## src/rtl/alu_pkg.sv

```systemverilog
// Shared opcodes, flag bit positions and FSM encoding for the sequential ALU.
package alu_pkg;

  localparam logic [3:0] OP_ADD = 4'd0;
  localparam logic [3:0] OP_SUB = 4'd1;
  localparam logic [3:0] OP_AND = 4'd2;
  localparam logic [3:0] OP_OR  = 4'd3;
  localparam logic [3:0] OP_XOR = 4'd4;
  localparam logic [3:0] OP_SHL = 4'd5;
  localparam logic [3:0] OP_SHR = 4'd6;
  localparam logic [3:0] OP_SLT = 4'd7;
  localparam logic [3:0] OP_MUL = 4'd8;

  localparam int F_ZERO  = 0;
  localparam int F_CARRY = 1;
  localparam int F_OVF   = 2;
  localparam int F_NEG   = 3;

  typedef enum logic {
    ST_IDLE = 1'b0,
    ST_MUL  = 1'b1
  } state_t;

endpackage

```

## src/rtl/seq_alu_if.sv

```systemverilog
// Operand/result handshake bundle between an operand source, the ALU and a result consumer.
interface seq_alu_if #(parameter int WIDTH = 8);
  logic             in_valid;
  logic             in_ready;
  logic [3:0]       opc;
  logic [WIDTH-1:0] v1;
  logic [WIDTH-1:0] v2;
  logic             out_valid;
  logic             out_ready;
  logic [WIDTH-1:0] out;
  logic [3:0]       flags;
  logic             err;

  modport master (
    output in_valid, opc, v1, v2, out_ready,
    input  in_ready, out_valid, out, flags, err
  );

  modport slave (
    input  in_valid, opc, v1, v2, out_ready,
    output in_ready, out_valid, out, flags, err
  );
endinterface

```

## src/rtl/mul_iter.sv

```systemverilog
// Iterative shift-add multiplier: one partial product per cycle, WIDTH cycles per operation.
module mul_iter #(
  parameter int WIDTH = 8
) (
  input  logic               clk,
  input  logic               rst_n,
  input  logic               start,
  input  logic [WIDTH-1:0]   a,
  input  logic [WIDTH-1:0]   b,
  output logic               done,
  output logic [2*WIDTH-1:0] prod
);

  localparam int CW = $clog2(WIDTH);

  logic               busy;
  logic [CW-1:0]      cnt;
  logic [2*WIDTH-1:0] acc_p0;
  logic [2*WIDTH-1:0] mcand_p0;
  logic [WIDTH-1:0]   mplier_p0;
  logic [2*WIDTH-1:0] acc_next;

  // Final iteration's add is folded in combinationally so the result is ready on the last edge.
  assign acc_next = acc_p0 + (mplier_p0[0] ? mcand_p0 : '0);
  assign done     = busy && (cnt == CW'(WIDTH - 1));
  assign prod     = acc_next;

  always_ff @(posedge clk or negedge rst_n) begin
    if (!rst_n) begin
      busy <= 1'b0;
      cnt  <= '0;
    end else if (start) begin
      busy <= 1'b1;
      cnt  <= '0;
    end else if (busy) begin
      cnt <= cnt + 1'b1;
      if (done) busy <= 1'b0;
    end
  end

  always_ff @(posedge clk) begin
    if (start) begin
      acc_p0    <= '0;
      mcand_p0  <= {{WIDTH{1'b0}}, a};
      mplier_p0 <= b;
    end else if (busy) begin
      acc_p0    <= acc_next;
      mcand_p0  <= mcand_p0 << 1;
      mplier_p0 <= mplier_p0 >> 1;
    end
  end

endmodule

```

## src/rtl/seq_alu.sv

```systemverilog
// Registered ALU with valid/ready handshake, status flags, one-entry result buffer and iterative MUL.
module seq_alu
  import alu_pkg::*;
#(
  parameter int WIDTH = 8
) (
  input  logic      clk,
  input  logic      rst_n,
  seq_alu_if.slave  bus
);

  localparam int SHW = $clog2(WIDTH);

  typedef struct packed {
    logic [WIDTH-1:0] res;
    logic [3:0]       flags;
    logic             err;
  } result_t;

  function automatic result_t alu_eval(logic [3:0] op, logic [WIDTH-1:0] a, logic [WIDTH-1:0] b);
    result_t                 r;
    logic [WIDTH:0]          wide;
    logic signed [WIDTH-1:0] sa;
    logic signed [WIDTH-1:0] sb;
    r    = '0;
    wide = '0;
    sa   = a;
    sb   = b;
    case (op)
      OP_ADD: begin
        wide             = {1'b0, a} + {1'b0, b};
        r.res            = wide[WIDTH-1:0];
        r.flags[F_CARRY] = wide[WIDTH];
        r.flags[F_OVF]   = (a[WIDTH-1] == b[WIDTH-1]) && (r.res[WIDTH-1] != a[WIDTH-1]);
      end
      OP_SUB: begin
        wide             = {1'b0, a} - {1'b0, b};
        r.res            = wide[WIDTH-1:0];
        r.flags[F_CARRY] = wide[WIDTH];
        r.flags[F_OVF]   = (a[WIDTH-1] != b[WIDTH-1]) && (r.res[WIDTH-1] != a[WIDTH-1]);
      end
      OP_AND: r.res = a & b;
      OP_OR:  r.res = a | b;
      OP_XOR: r.res = a ^ b;
      OP_SHL: r.res = a << b[SHW-1:0];
      OP_SHR: r.res = a >> b[SHW-1:0];
      OP_SLT: r.res = {{(WIDTH-1){1'b0}}, (sa < sb)};
      OP_MUL: r.res = '0;
      default: r.err = 1'b1;
    endcase
    // Illegal opcodes report all-zero flags, so zero/neg are only derived for legal ones.
    if (!r.err) begin
      r.flags[F_ZERO] = (r.res == '0);
      r.flags[F_NEG]  = r.res[WIDTH-1];
    end
    return r;
  endfunction

  function automatic result_t mul_eval(logic [2*WIDTH-1:0] p);
    result_t r;
    r                = '0;
    r.res            = p[WIDTH-1:0];
    r.flags[F_CARRY] = |p[2*WIDTH-1:WIDTH];
    r.flags[F_OVF]   = |p[2*WIDTH-1:WIDTH];
    r.flags[F_ZERO]  = (r.res == '0);
    r.flags[F_NEG]   = r.res[WIDTH-1];
    return r;
  endfunction

  state_t             state;
  state_t             state_next;
  logic               in_ready;
  logic               accept;
  logic               mul_start;
  logic               mul_done;
  logic [2*WIDTH-1:0] mul_prod;
  result_t            alu_res;
  result_t            mul_res;
  result_t            res_p1;
  logic               vld_p1;

  assign in_ready     = (state == ST_IDLE) && (!vld_p1 || bus.out_ready);
  assign accept       = bus.in_valid && in_ready;
  assign alu_res      = alu_eval(bus.opc, bus.v1, bus.v2);
  assign mul_res      = mul_eval(mul_prod);

  assign bus.in_ready  = in_ready;
  assign bus.out_valid = vld_p1;
  assign bus.out       = res_p1.res;
  assign bus.flags     = res_p1.flags;
  assign bus.err       = res_p1.err;

  mul_iter #(.WIDTH(WIDTH)) u_mul (
    .clk   (clk),
    .rst_n (rst_n),
    .start (mul_start),
    .a     (bus.v1),
    .b     (bus.v2),
    .done  (mul_done),
    .prod  (mul_prod)
  );

  always_ff @(posedge clk or negedge rst_n) begin
    if (!rst_n) state <= ST_IDLE;
    else        state <= state_next;
  end

  always_comb begin
    state_next = state;
    mul_start  = 1'b0;
    case (state)
      ST_IDLE: begin
        if (accept && (bus.opc == OP_MUL)) begin
          mul_start  = 1'b1;
          state_next = ST_MUL;
        end
      end
      ST_MUL: begin
        if (mul_done) state_next = ST_IDLE;
      end
      default: state_next = ST_IDLE;
    endcase
  end

  // Result buffer stage: loaded by a single-cycle accept or MUL completion, drained by the consumer.
  always_ff @(posedge clk or negedge rst_n) begin
    if (!rst_n) begin
      vld_p1 <= 1'b0;
      res_p1 <= '0;
    end else if (accept && (bus.opc != OP_MUL)) begin
      vld_p1 <= 1'b1;
      res_p1 <= alu_res;
    end else if (mul_done) begin
      vld_p1 <= 1'b1;
      res_p1 <= mul_res;
    end else if (vld_p1 && bus.out_ready) begin
      vld_p1 <= 1'b0;
    end
  end

endmodule

```

## src/flat_wrapper.sv

```systemverilog
// flat-port wrapper written by rule: the top's interface ports become plain ports
module seq_alu_flat import alu_pkg::*;
#(
  parameter int WIDTH = 8
)
  (clk, rst_n, bus_in_valid, bus_opc, bus_v1, bus_v2, bus_out_ready, bus_in_ready, bus_out_valid, bus_out, bus_flags, bus_err);
  seq_alu_if #(.WIDTH(WIDTH)) bus_i ();
  input  logic clk;
  input  logic rst_n;
  input wire logic [$bits(bus_i.in_valid)-1:0] bus_in_valid;
  input wire logic [$bits(bus_i.opc)-1:0] bus_opc;
  input wire logic [$bits(bus_i.v1)-1:0] bus_v1;
  input wire logic [$bits(bus_i.v2)-1:0] bus_v2;
  input wire logic [$bits(bus_i.out_ready)-1:0] bus_out_ready;
  output wire logic [$bits(bus_i.in_ready)-1:0] bus_in_ready;
  output wire logic [$bits(bus_i.out_valid)-1:0] bus_out_valid;
  output wire logic [$bits(bus_i.out)-1:0] bus_out;
  output wire logic [$bits(bus_i.flags)-1:0] bus_flags;
  output wire logic [$bits(bus_i.err)-1:0] bus_err;
  assign bus_i.in_valid = bus_in_valid;
  assign bus_i.opc = bus_opc;
  assign bus_i.v1 = bus_v1;
  assign bus_i.v2 = bus_v2;
  assign bus_i.out_ready = bus_out_ready;
  assign bus_in_ready = bus_i.in_ready;
  assign bus_out_valid = bus_i.out_valid;
  assign bus_out = bus_i.out;
  assign bus_flags = bus_i.flags;
  assign bus_err = bus_i.err;
  seq_alu #(.WIDTH(WIDTH)) u_core (.clk(clk), .rst_n(rst_n), .bus(bus_i));
endmodule
```

## config.mk

```make
export PLATFORM = sky130hd
export DESIGN_NAME = seq_alu_flat
export DESIGN_NICKNAME = d
export VERILOG_FILES = /design/src/rtl/alu_pkg.sv /design/src/rtl/seq_alu_if.sv /design/src/rtl/mul_iter.sv /design/src/rtl/seq_alu.sv /design/src/flat_wrapper.sv
export SDC_FILE = /design/constraint.sdc
export NUM_CORES = 1
export LEC_CHECK = 0
export BUFFER_PORTS_ARGS = -buffer_cell sky130_fd_sc_hd__buf_2
export CORE_ASPECT_RATIO = 0.8
export CORE_MARGIN = 2
export CORE_UTILIZATION = 23
export CTS_BUF_LIST = sky130_fd_sc_hd__clkbuf_4
export DETAILED_ROUTE_END_ITERATION = 16
export PLACE_DENSITY_LB_ADDON = 0.1
export SLEW_MARGIN = 40
export SYNTH_ARGS = -nofsm -noshare
export SYNTH_HDL_FRONTEND = slang
export SYNTH_SLANG_ARGS = --single-unit
```

## constraint.sdc

```tcl
create_clock -name clk -period 3.73 [get_ports clk]
set_input_delay 0.1865 -clock clk [delete_from_list [all_inputs] [get_ports clk]]
set_output_delay 0.1865 -clock clk [all_outputs]
set_load 0.02 [all_outputs]
```

==> impl_metrics.csv, run 1 <==
group,metric,value,unit
outcome,outcome,"finished, final reports clean",
timing,holdWs,58.0,ps
grt,grtUsageMet1,23.2,%
synth,ys_seq_area_share,28.1,%
synth,postSynth.asyncResetShare,32.2,%
floorplanning,pin_count,39,
worst_setup_path,cp.arrival,3670,ps
worst_setup_path,start_kind,"flip-flop",
drt,avgViaCountPerCell,4.96,
run,max_cap_violations,0,
power_and_ir_drop,p_switching,1.78,mW
min_path,hold_path_class,"primary input to flip-flop",
finish,design_area,5770,sq um
grt,antenna_found_initial,0,
synth,syn-instance-count,594,
place,place_congestion,0.856,
grt,grt_util_all_layers,14.8,%
finish,antennaDiodeCount,0,
power_and_ir_drop,p_comb_share,59.1,%
synth,synth_area_leader_cell,"ha_1",
worst_setup_path,cp_cell_sequence,"and2_1 > ha_1 > fa_1 > a211oi_1 > o21ai_1 > a21oi_1 > o21ai_0 > xor2_1 > or4_1 > nor4b_2 > nor3_1",
synth,synthTopCellsByArea,"ha_1, dfxtp_1, edfxtp_1",
synth,synth_compound_area_share,19.3,%
floorplanning,fp.dieH,137,um
place,place.detailed.hpwl,12900,um
floorplanning,core,21700,sq um
drt,ant_nets,0,
synth,dominantRegCellSynth,"dfxtp_1",
clock_tree,clkLatencyLatePin,420,ps
synth,synth_edf_count,16,
power_and_ir_drop,p_sw_share,46.7,%
worst_setup_path,timing.rr.start,"u_core.u_mul.mcand_p0[0]",
synth,synth_top_area_share,10.8,%
finish,nFillCells,2340,
synth,synth_nets,665,
grt,grt_pass1_wl,26400,um
worst_setup_path,slowest_stage,"or4_1",
drt,dr.first_iter.drc_count,359,
synth,synth_top_family_by_area,"simple AND/OR/NAND/NOR gates",
worst_setup_path,worst_path_dominant_cell_family,"simple AND/OR/NAND/NOR gates",
finish,drive_gt1_share,16.1,%
synth,synthMuxAreaShare,12.7,%
power_and_ir_drop,p_seq_share,30.5,%
timing,fin_crit_sh,90.4,%
drt,drtPass1Iterations,4,
worst_setup_path,cpPeakStageDelay,520,ps
place,postPlaceCellArea,5650,sq um
power_and_ir_drop,p_int,2.03,mW
grt,grt_pass1_vias,4495,
place,portBuffers,38,
drt,vias,4608,
worst_setup_path,cp_max_fo,3,
worst_setup_path,crit_start,"u_core.u_mul.mcand_p0[0]",
timing,drv_slew,0,
power_and_ir_drop,ir_drop,0.000233,V
floorplanning,initial_utilization,23.5,%
clock_tree,cts.path.max_buffers,2,
power_and_ir_drop,p_per_area,661,nW/um^2
timing,hold_viol,0,
worst_setup_path,cp.depth,11,
timing,setup_tns,0,ps
clock_tree,post_cts_resized,0,
timing,fmax,0.297,GHz
worst_setup_path,end_kind,"flip-flop",
clock_tree,cts.sinks,59,
synth,syn_area,5100,sq um
power_and_ir_drop,power,3.81,mW
synth,postSynthAreaPerCell,8.59,sq um
worst_setup_path,rr_worst_depth,11,
drt,wire_per_inst,18.2,um
grt,top_usage_layer,"met1",
finish,syn_to_final_growth,13.0,%
power_and_ir_drop,clkPwrFrac,10.4,%
clock_tree,cts_max_level,3,
timing,relSlewSlack,51.0,%
synth,ys_ff_latch,59,
synth,synth-adder-area-share,12.0,%
worst_setup_path,crit_buf_inv,0,
synth,synth_cell_type_count,70,
grt,met2_usage,20.3,%
worst_setup_path,cp-endpoint,"u_core.bus.flags[2]",
worst_setup_path,reg2reg_slack,360,ps
floorplanning,num_rows,48,
clock_tree,tritoncts,"yes",
finish,fin_nets,695,
grt,met3_usage,3.56,%
grt,grt_max_degree,31,
worst_setup_path,crit_required,4030,ps
finish,multi_input_area,3450,sq um
floorplanning,die_w,171,um
min_path,hp-start,"bus_out_ready",
drt,drc_errors,0,
worst_setup_path,r2r-end,"u_core.bus.flags[2]",
timing,skew,24.1,ps
drt,drt_wl_total,16900,um
timing,setup_viol,0,
timing,rsz0062_at_grt,"no",
finish,seq_area,1440,sq um
clock_tree,cts_made_buffers,9,
clock_tree,clkTransAtPathRegs,100,ps
worst_setup_path,worstSetupPathType,"flip-flop to flip-flop",
synth,yosys_warnings,0,
clock_tree,ctsRootBufferMaster,"clkbuf_4",
power_and_ir_drop,p_leak,2.38,nW
synth,synth-xor-area-share,3.36,%
synth,yosys.area_share.simple,20.1,%
grt,gr-total-overflow,0,
floorplanning,dieArea,23400,sq um
timing,min_period,3370,ps
timing,tightest_slew,727,ps
==> cell type report <==
type / count / area share [%]
Inverter: 28 / 1.82
Clock inverter: 5 / 0.521
Clock buffer: 11 / 1.43
Timing Repair Buffer: 51 / 5.03
Multi-Input combinational cell: 475 / 59.8
Sequential cell: 59 / 24.9
Tap cell: 300 / 6.51
==> cell usage in the layout, fill, tap and decap left out, types with 3 or more instances in the layout <==
cell / synthesis / final
ha_1: 44 / 44
nor2b_1: 5 / 5
or4_1: 3 / 3
edfxtp_1: 16 / 16
o211ai_1: 3 / 3
nand3_1: 9 / 9
mux2i_1: 30 / 30
xor2_1: 8 / 8
buf_4: 0 / 12
dfxtp_1: 24 / 24
a21o_1: 8 / 8
nor3_1: 22 / 22
nor2_1: 76 / 75
o22ai_1: 6 / 6
a32oi_1: 5 / 5
o21bai_1: 6 / 6
a31oi_1: 6 / 6
dfrtp_1: 19 / 19
nand4_1: 4 / 4
a211oi_1: 12 / 12
o21a_1: 7 / 7
nand2b_1: 7 / 7
nor4_1: 9 / 9
buf_2: 2 / 38
or3_1: 3 / 3
xnor2_1: 9 / 9
fa_1: 3 / 3
and2_1: 17 / 17
a21oi_1: 32 / 32
o21ai_0: 39 / 38
nand2_1: 38 / 38
mux2_2: 15 / 15
inv_1: 27 / 27
and3_1: 4 / 4
mux4_2: 8 / 8
clkbuf_4: 0 / 11
==> power groups by stage <==
stage	sequential [mW]	clock, mW	combinational (mW)
2_1_floorplan	1.22	0	1.56
3_5_place_dp	1.18	0	2.24
4_1_cts	1.17	0.422	2.26
5_1_grt	1.20	0.440	2.51
3_3_place_gp	1.18	0	2.25
6_report	1.16	0.397	2.25
==> Yosys cell counts, drive strengths merged (8+ instances only) <==
master	number
nor3	22
xor2	8
a21oi	32
nor4	10
a21o	9
nand3	9
o21ai	40
nand2	38
ha	44
dfxtp	24
a211oi	12
inv	27
mux4	8
and2	17
mux2	15
clkbuf	25
mux2i	30
xnor2	9
edfxtp	16
dfrtp	19
nor2	77
==> cell families (layout without fill, tap and decap cells) <==
group	Yosys count	in the layout
and+or+nand+nor	209	209
AOI/OAI and AO/OA	148	148
buffers and inverters	60	95
DFF	59	59
muxes	53	53
adders and majority gates	47	47
xor gates and xnor gates	18	18
==> flip-flops by register name (all words and copies together), names as in the netlist <==
register	cells
u_core.state	1
u_core.u_mul.mcand_p0	16
u_core.bus.out_valid	1
u_core.u_mul.mplier_p0	8
u_core.bus.err	1
u_core.u_mul.cnt	3
u_core.u_mul.acc_p0	16
u_core.bus.out	8
u_core.u_mul.busy	1
u_core.bus.flags	4
==> worst min path at each step <==
stage	slack, ps	cells after the start	end
floorplan	-110	0	u_core.bus.err
global placement	150	1	u_core.bus.out[6]
detailed placement	150	1	u_core.bus.out[4]
CTS	30	3	u_core.bus.out_valid
global route	40	3	u_core.bus.out_valid
finish	60	3	u_core.bus.out_valid
==> tightest hold or removal path: stages <==
cell,delay [ps]
buf_2,90
inv_1,60
a21o_1,110
==> layer usage <==
metal  up-vias  part of all wire (%)
li1       2233                     -
met1      2218                    54
met2       147                    39
met3        10                   6.1
met4         0                  0.75
met5         -                     0
==> repair_timing <==
action                    in CTS  in global routing
hold endpoints to repair      19                  0
hold buffers                   1                  0
setup buffers                  0                  0
==> through the flow <==
| step | utilization, % | setup slack [ps] | instances |
|---|---|---|---|
| after CTS | 26.6 | 328 | 929 |
| final | 26.6 | 358 | 929 |
| after floorplan | - | 527 | 594 |
| after global routing | 26.6 | 75.3 | 929 |
| after global placement | 26.0 | 459 | 912 |
| after detailed placement | 26.0 | 335 | 912 |
(Power assumes the default switching activity.)
==> inputs of run 2 (changes only) <==
--- a/config.mk
+++ b/config.mk
@@ -5,12 +5,12 @@
 export SDC_FILE = /design/constraint.sdc
 export NUM_CORES = 1
 export LEC_CHECK = 0
-export BUFFER_PORTS_ARGS = -buffer_cell sky130_fd_sc_hd__buf_2
 export CORE_ASPECT_RATIO = 0.8
 export CORE_MARGIN = 2
 export CORE_UTILIZATION = 23
 export CTS_BUF_LIST = sky130_fd_sc_hd__clkbuf_4
 export DETAILED_ROUTE_END_ITERATION = 16
+export DONT_BUFFER_PORTS = 1
 export PLACE_DENSITY_LB_ADDON = 0.1
 export SLEW_MARGIN = 40
 export SYNTH_ARGS = -nofsm -noshare
==> constraint.sdc (replaced) <==
create_clock -name clk -period 4.2 [get_ports clk]
set_input_delay 0.21 -clock clk [delete_from_list [all_inputs] [get_ports clk]]
set_output_delay 0.21 -clock clk [all_outputs]
set_load 0.02 [all_outputs]
==> run 2 against run 1 <==
Net effect: sequential share of layout area grew 0.41 points; global-route usage increased by 0.086 points; via count decreased by 1.7%.
==> impl_metrics.csv, run 2 (synthesis results as in run 1) <==
group,metric,value,unit
grt,antenna_found_initial,0,
timing,holdWs,31.9,ps
worst_setup_path,reg2reg_slack,670,ps
timing,tightest_slew,907,ps
drt,drtPass1Iterations,5,
finish,top_regs,"u_core.u_mul.acc_p0 (16), u_core.u_mul.mcand_p0 (16)",
grt,met2_usage,19.7,%
finish,drive_gt1_share,9.35,%
grt,gr-total-overflow,0,
worst_setup_path,start_kind,"flip-flop",
finish,mostFrequentLayoutCell,"nor2_1",
floorplanning,initial_utilization,23.5,%
clock_tree,clkLatencyLatePin,440,ps
drt,dr.first_iter.drc_count,465,
timing,setup_ws,669,ps
timing,min_period,3530,ps
finish,final_cells,901,
clock_tree,cts.path.max_buffers,2,
place,place_congestion,0.865,
place,place.detailed.hpwl,12700,um
clock_tree,cts_max_level,3,
grt,grtUsageMet1,23.3,%
timing,relSlewSlack,38.8,%
floorplanning,fp.dieH,137,um
clock_tree,tritoncts,"yes",
floorplanning,core,21700,sq um
clock_tree,ctsRootBufferMaster,"clkbuf_4",
grt,grt_max_degree,31,
timing,fin_crit_sh,84.1,%
timing,fmax,0.283,GHz
drt,avgViaCountPerCell,5.03,
place,place_inst,866,
drt,drc_errors,0,
floorplanning,pin_count,39,
timing,hold_viol,0,
drt,drt_wl_total,16900,um
worst_setup_path,end_kind,"flip-flop",
finish,syn_to_final_growth,11.2,%
drt,vias,4528,
drt,wire_per_inst,18.8,um
place,post-place-ws,660,ps
finish,nFillCells,2357,
floorplanning,num_rows,48,
power_and_ir_drop,ir_drop,0.000215,V
timing,drv_slew,0,
worst_setup_path,cp.arrival,3840,ps
worst_setup_path,crit_required,4510,ps
clock_tree,cts.sinks,59,
grt,grt_pass1_vias,4275,
clock_tree,cts_setup_buffers,0,
grt,met3_usage,4.42,%
drt,ant_nets,0,
run,max_cap_violations,0,
outcome,outcome,"finished, final reports clean",
grt,top_usage_layer,"met1",
clock_tree,clkTransAtPathRegs,110,ps
clock_tree,cts_made_buffers,9,
timing,rsz0062_at_grt,"no",
floorplanning,dieArea,23400,sq um
timing,setup_tns,0,ps
grt,grt_pass1_wl,26300,um
power_and_ir_drop,p_per_area,579,nW/um^2
floorplanning,die_w,171,um
timing,skew,25.3,ps
finish,layout_common_cells,"nor2_1, ha_1, nand2_1, o21ai_0, a21oi_1",
grt,grt_util_all_layers,14.9,%
place,portBuffers,0,
min_path,hold_path_class,"primary input to flip-flop",
power_and_ir_drop,p_leak,2.25,nW
worst_setup_path,cp_max_fo,16,
finish,fin_nets,665,
worst_setup_path,worstSetupPathType,"flip-flop to flip-flop",
power_and_ir_drop,power,3.28,mW
timing,setup_viol,0,
[run 2: cell count changes in the layout (fill, tap and decap cells not counted), sizes merged]
cell,delta
buf,-45
clkbuf,-1
clkinv,+2
clkinvlp,-1
diode,+2
dlygate4sd3,+15
[run 2: through the flow]
step,cell area [sq um],util (%)
after floorplan,5100,-
after global placement,5400,24.9
after detailed placement,5400,24.9
after CTS,5660,26.1
after global routing,5670,26.1
final,5670,26.2
[run 2: report_power, final]
part           switching (mW)  internal [mW]
Clock                   0.228          0.123
Sequential              0.259          0.876
Combinational            1.05          0.743
[run 2: path summary, 6_finish.rpt]
check / start / to / cells after the start
max: u_core.u_mul.mplier_p0[0] / u_core.bus.flags[2] / 11
min: bus_v2[4] / u_core.u_mul.mplier_p0[4] / 1
min reg2reg: u_core.state / u_core.state / 1
max reg2reg: u_core.u_mul.mplier_p0[0] / u_core.bus.flags[2] / 11
min in group asynchronous: rst_n / u_core.bus.flags[3] / 2
max in group asynchronous: rst_n / u_core.u_mul.cnt[2] / 2
[run 2: metal layers]
metal | vias to the layer above | routed length (um)
li1 | 2169 | -
met1 | 2198 | 9080
met2 | 148 | 6490
met3 | 13 | 1210
met4 | 0 | 136
met5 | - | 0
[run 2: final cells by class]
cell class                 count  area (sq um)  share of cell area (%)
antenna                        2          5.00                  0.0882
clock buffer                  10          75.1                    1.32
clock inverter                 6          32.5                   0.573
inverter                      28           105                    1.85
multi-input combinational    475          3450                    60.8
sequential                    59          1440                    25.3
tap                          300           375                    6.62
timing repair buffer          21           195                    3.44
[run 2: worst max-delay path, stage by stage, from the launching register on]
cell and delay, ps:
edfxtp_1 580, and2_1 220, ha_1 210, fa_1 440, a211oi_1 310, o21ai_1 130, a21oi_1 260, o21ai_0 160
xor2_1 170, or4_1 520, nor4b_2 340, nor3_1 80
[run 2: repair_timing]
action	CTS	global route
resized for setup	0	0
setup endpoints to repair	0	0
hold buffers	16	1
endpoints found under the hold margin	37	19
==> inputs of run 3 (changes only) <==
--- a/config.mk
+++ b/config.mk
@@ -5,6 +5,7 @@
 export SDC_FILE = /design/constraint.sdc
 export NUM_CORES = 1
 export LEC_CHECK = 0
+export ABC_AREA = 1
 export CORE_ASPECT_RATIO = 0.8
 export CORE_MARGIN = 2
 export CORE_UTILIZATION = 23
==> constraint.sdc (replaced) <==
create_clock -name clk -period 3.44 [get_ports clk]
set_input_delay 0.172 -clock clk [delete_from_list [all_inputs] [get_ports clk]]
set_output_delay 0.172 -clock clk [all_outputs]
set_load 0.02 [all_outputs]
==> run 3 against run 2 <==
Net effect: power grew 19%; utilization shrank 0.41 points; final cell count grew 18%; clock power grew 100%; sequential power grew 20%; first-iteration DRC count shrank 30%; area after synthesis shrank 0.64%; clock skew is essentially flat; wire length grew 0.88%; synthesized cell count grew 32%; largest cell class unchanged.
==> impl_metrics.csv, run 3 <==
group,metric,value,unit
timing,tightest_slew,737,ps
drt,avgViaCountPerCell,4.71,
floorplanning,initial_utilization,23.5,%
worst_setup_path,start_kind,"flip-flop",
min_path,hold_end,"u_core.bus.err",
synth,ys_seq_area_share,28.3,%
place,postPlaceCellArea,5330,sq um
finish,mostFrequentLayoutCell,"nand2_1",
clock_tree,clkTransAtPathRegs,120,ps
floorplanning,dieArea,23300,sq um
min_path,hold_depth,3,
drt,met1Wirelength,8640,um
synth,synth_cell_type_count,39,
grt,gr-total-overflow,0,
grt,grt_max_degree,33,
drt,top_layer_used,"met4",
worst_setup_path,r2r-end,"u_core.bus.flags[2]",
drt,drtPass1Iterations,5,
synth,synth_top_cells_by_count,"nand2_1, inv_1, nand3_1",
synth,syn_area,5070,sq um
worst_setup_path,cp_max_fo,16,
clock_tree,cts.path.max_buffers,2,
drt,wire_per_inst,16.1,um
min_path,hp-start,"bus_opc[0]",
drt,dr_wl_met2,7010,um
run,max_cap_violations,0,
timing,holdWs,55.4,ps
drt,drc_errors,0,
finish,design_area,5570,sq um
clock_tree,post_cts_resized,0,
grt,antenna_found_initial,0,
timing,fmax,0.368,GHz
finish,antennaDiodeCount,0,
timing,rsz0062_at_grt,"no",
finish,drive_gt1_share,4.70,%
finish,final_cells,1063,
timing,relSlewSlack,50.8,%
synth,synth_top_area_share,17.5,%
drt,ant_nets,0,
worst_setup_path,reg2reg_slack,720,ps
synth,synth_nets,856,
synth,postSynth.asyncResetShare,32.2,%
synth,syn-instance-count,785,
drt,dr.first_iter.drc_count,324,
floorplanning,pin_count,39,
power_and_ir_drop,p_per_area,704,nW/um^2
synth,dominantRegCellSynth,"dfxtp_1",
outcome,outcome,"finished, final reports clean",
synth,ys_ff_latch,59,
place,place_inst,1043,
min_path,hold_path_class,"primary input to flip-flop",
floorplanning,die_w,170,um
power_and_ir_drop,power,3.92,mW
drt,met3_length,1130,um
clock_tree,cts.sinks,59,
synth,yosysMostFrequentCell,"nand2_1",
place,place.detailed.hpwl,13800,um
place,place_congestion,0.845,
synth,postSynthAreaPerCell,6.46,sq um
clock_tree,cts_max_level,3,
timing,setup_viol,0,
clock_tree,clkLatencyLatePin,440,ps
worst_setup_path,crit_required,3770,ps
grt,grt_pass1_wl,26900,um
synth,synth_area_leader_cell,"nand2_1",
worst_setup_path,rr_worst_depth,16,
finish,syn_to_final_growth,9.79,%
drt,vias,5008,
worst_setup_path,worstSetupPathType,"flip-flop to flip-flop",
synth,synth_edf_count,16,
worst_setup_path,cp.arrival,3040,ps
timing,skew,25.5,ps
floorplanning,num_rows,48,
timing,setup_tns,0,ps
timing,hold_viol,0,
grt,grt_pass1_vias,4728,
clock_tree,tritoncts,"yes",
synth,yosys_warnings,0,
finish,fin_nets,854,
worst_setup_path,end_kind,"flip-flop",
timing,drv_slew,0,
power_and_ir_drop,ir_drop,0.000267,V
finish,top_regs,"u_core.u_mul.acc_p0 (16), u_core.u_mul.mcand_p0 (16)",
clock_tree,ctsRootBufferMaster,"clkbuf_4",
synth,synthTopCellsByArea,"nand2_1, ha_1, dfxtp_1",
floorplanning,core,21600,sq um
place,portBuffers,0,
drt,drt_wl_total,17100,um
timing,fin_crit_sh,78.9,%
grt,grt_util_all_layers,15.2,%
timing,min_period,2720,ps
power_and_ir_drop,p_leak,2.91,nW
finish,layout_common_cells,"nand2_1, inv_1, nand3_1",
floorplanning,fp.dieH,137,um
clock_tree,cts_made_buffers,9,
worst_setup_path,timing.rr.start,"u_core.u_mul.mplier_p0[0]",
-- run 3: cell types whose count changed in the layout (fill, tap and decap cells not counted), moves of 9 or more --
| cell | before | now |
|---|---|---|
| a211oi_1 | 12 | 0 |
| and2_1 | 17 | 1 |
| dlygate4sd3_1 | 16 | 3 |
| inv_1 | 27 | 108 |
| mux2_2 | 15 | 0 |
| mux2i_1 | 30 | 0 |
| nand2_1 | 38 | 236 |
| nand3_1 | 9 | 96 |
| nor3_1 | 22 | 5 |
| nor4_1 | 9 | 0 |
| o21ai_0 | 38 | 48 |
-- run 3: final cells by class --
type | instances | area (sq um)
clock buffers | 10 | 75.1
clock inverters | 6 | 128
fillers | 2475 | 16100
inverters | 115 | 434
multi-input cells | 590 | 3090
flip-flops and latches | 59 | 1440
well taps | 275 | 344
repair buffers | 8 | 65.1
-- run 3: worst max-delay path by stage --
stage / end / slack [ps] / start
after global placement: u_core.bus.flags[0] / 780 / u_core.u_mul.mplier_p0[0]
after detailed placement: u_core.bus.flags[1] / 810 / u_core.u_mul.mplier_p0[0]
final: u_core.bus.flags[2] / 720 / u_core.u_mul.mplier_p0[0]
after CTS: u_core.bus.flags[0] / 750 / u_core.u_mul.mplier_p0[0]
after global routing: u_core.bus.flags[0] / 460 / u_core.u_mul.mplier_p0[0]
after floorplan: u_core.bus.out[6] / 1090 / u_core.u_mul.mplier_p0[0]
-- run 3: critical path: stages, from the launching register on --
cell and delay [ps]:
edfxtp_1 650, nand2_1 140, inv_1 50, ha_1 200
fa_1 430, nand3_1 90, nand2_1 110, nand2_1 80
nand3_1 120, nand3_1 120, nand3b_1 90, nand2_1 90
nand2_1 50, nor2_1 110, nand2_1 120, nand2_1 100
nand2_1 60
-- run 3: kinds of logic after synthesis --
family,synth area share [%]
buf+inv,10.8
flops,28.3
fa+ha+maj,12.0
simple gates,35.6
xor+xnor,2.07
compound gates,11.1
-- run 3: repair_timing --
| action | CTS | global route |
|---|---|---|
| buffers inserted | 0 | 0 |
| hold endpoints to repair | 24 | 19 |
| hold buffers | 3 | 1 |
-- run 3: layer usage --
layer | vias to the layer above | track usage [%]
met4 | 0 | 3.99
met2 | 159 | 21.8
li1 | 2524 | -
met3 | 19 | 4.16
met5 | - | 0
met1 | 2306 | 22.3
-- run 3: stage by stage --
stage / setup slack, ps / utilization [%]
final: 725 / 25.8
after detailed placement: 809 / 24.7
after CTS: 751 / 25.7
after global placement: 780 / 24.7
after floorplan: 1090 / -
after global routing: 459 / 25.8
-- run 3: power breakdown --
part | total (mW) | switching, mW | internal [mW] | leakage [nW]
clock network | 0.717 | 0.272 | 0.445 | 0.106
registers | 1.37 | 0.313 | 1.06 | 0.588
logic | 1.83 | 1.20 | 0.628 | 2.22
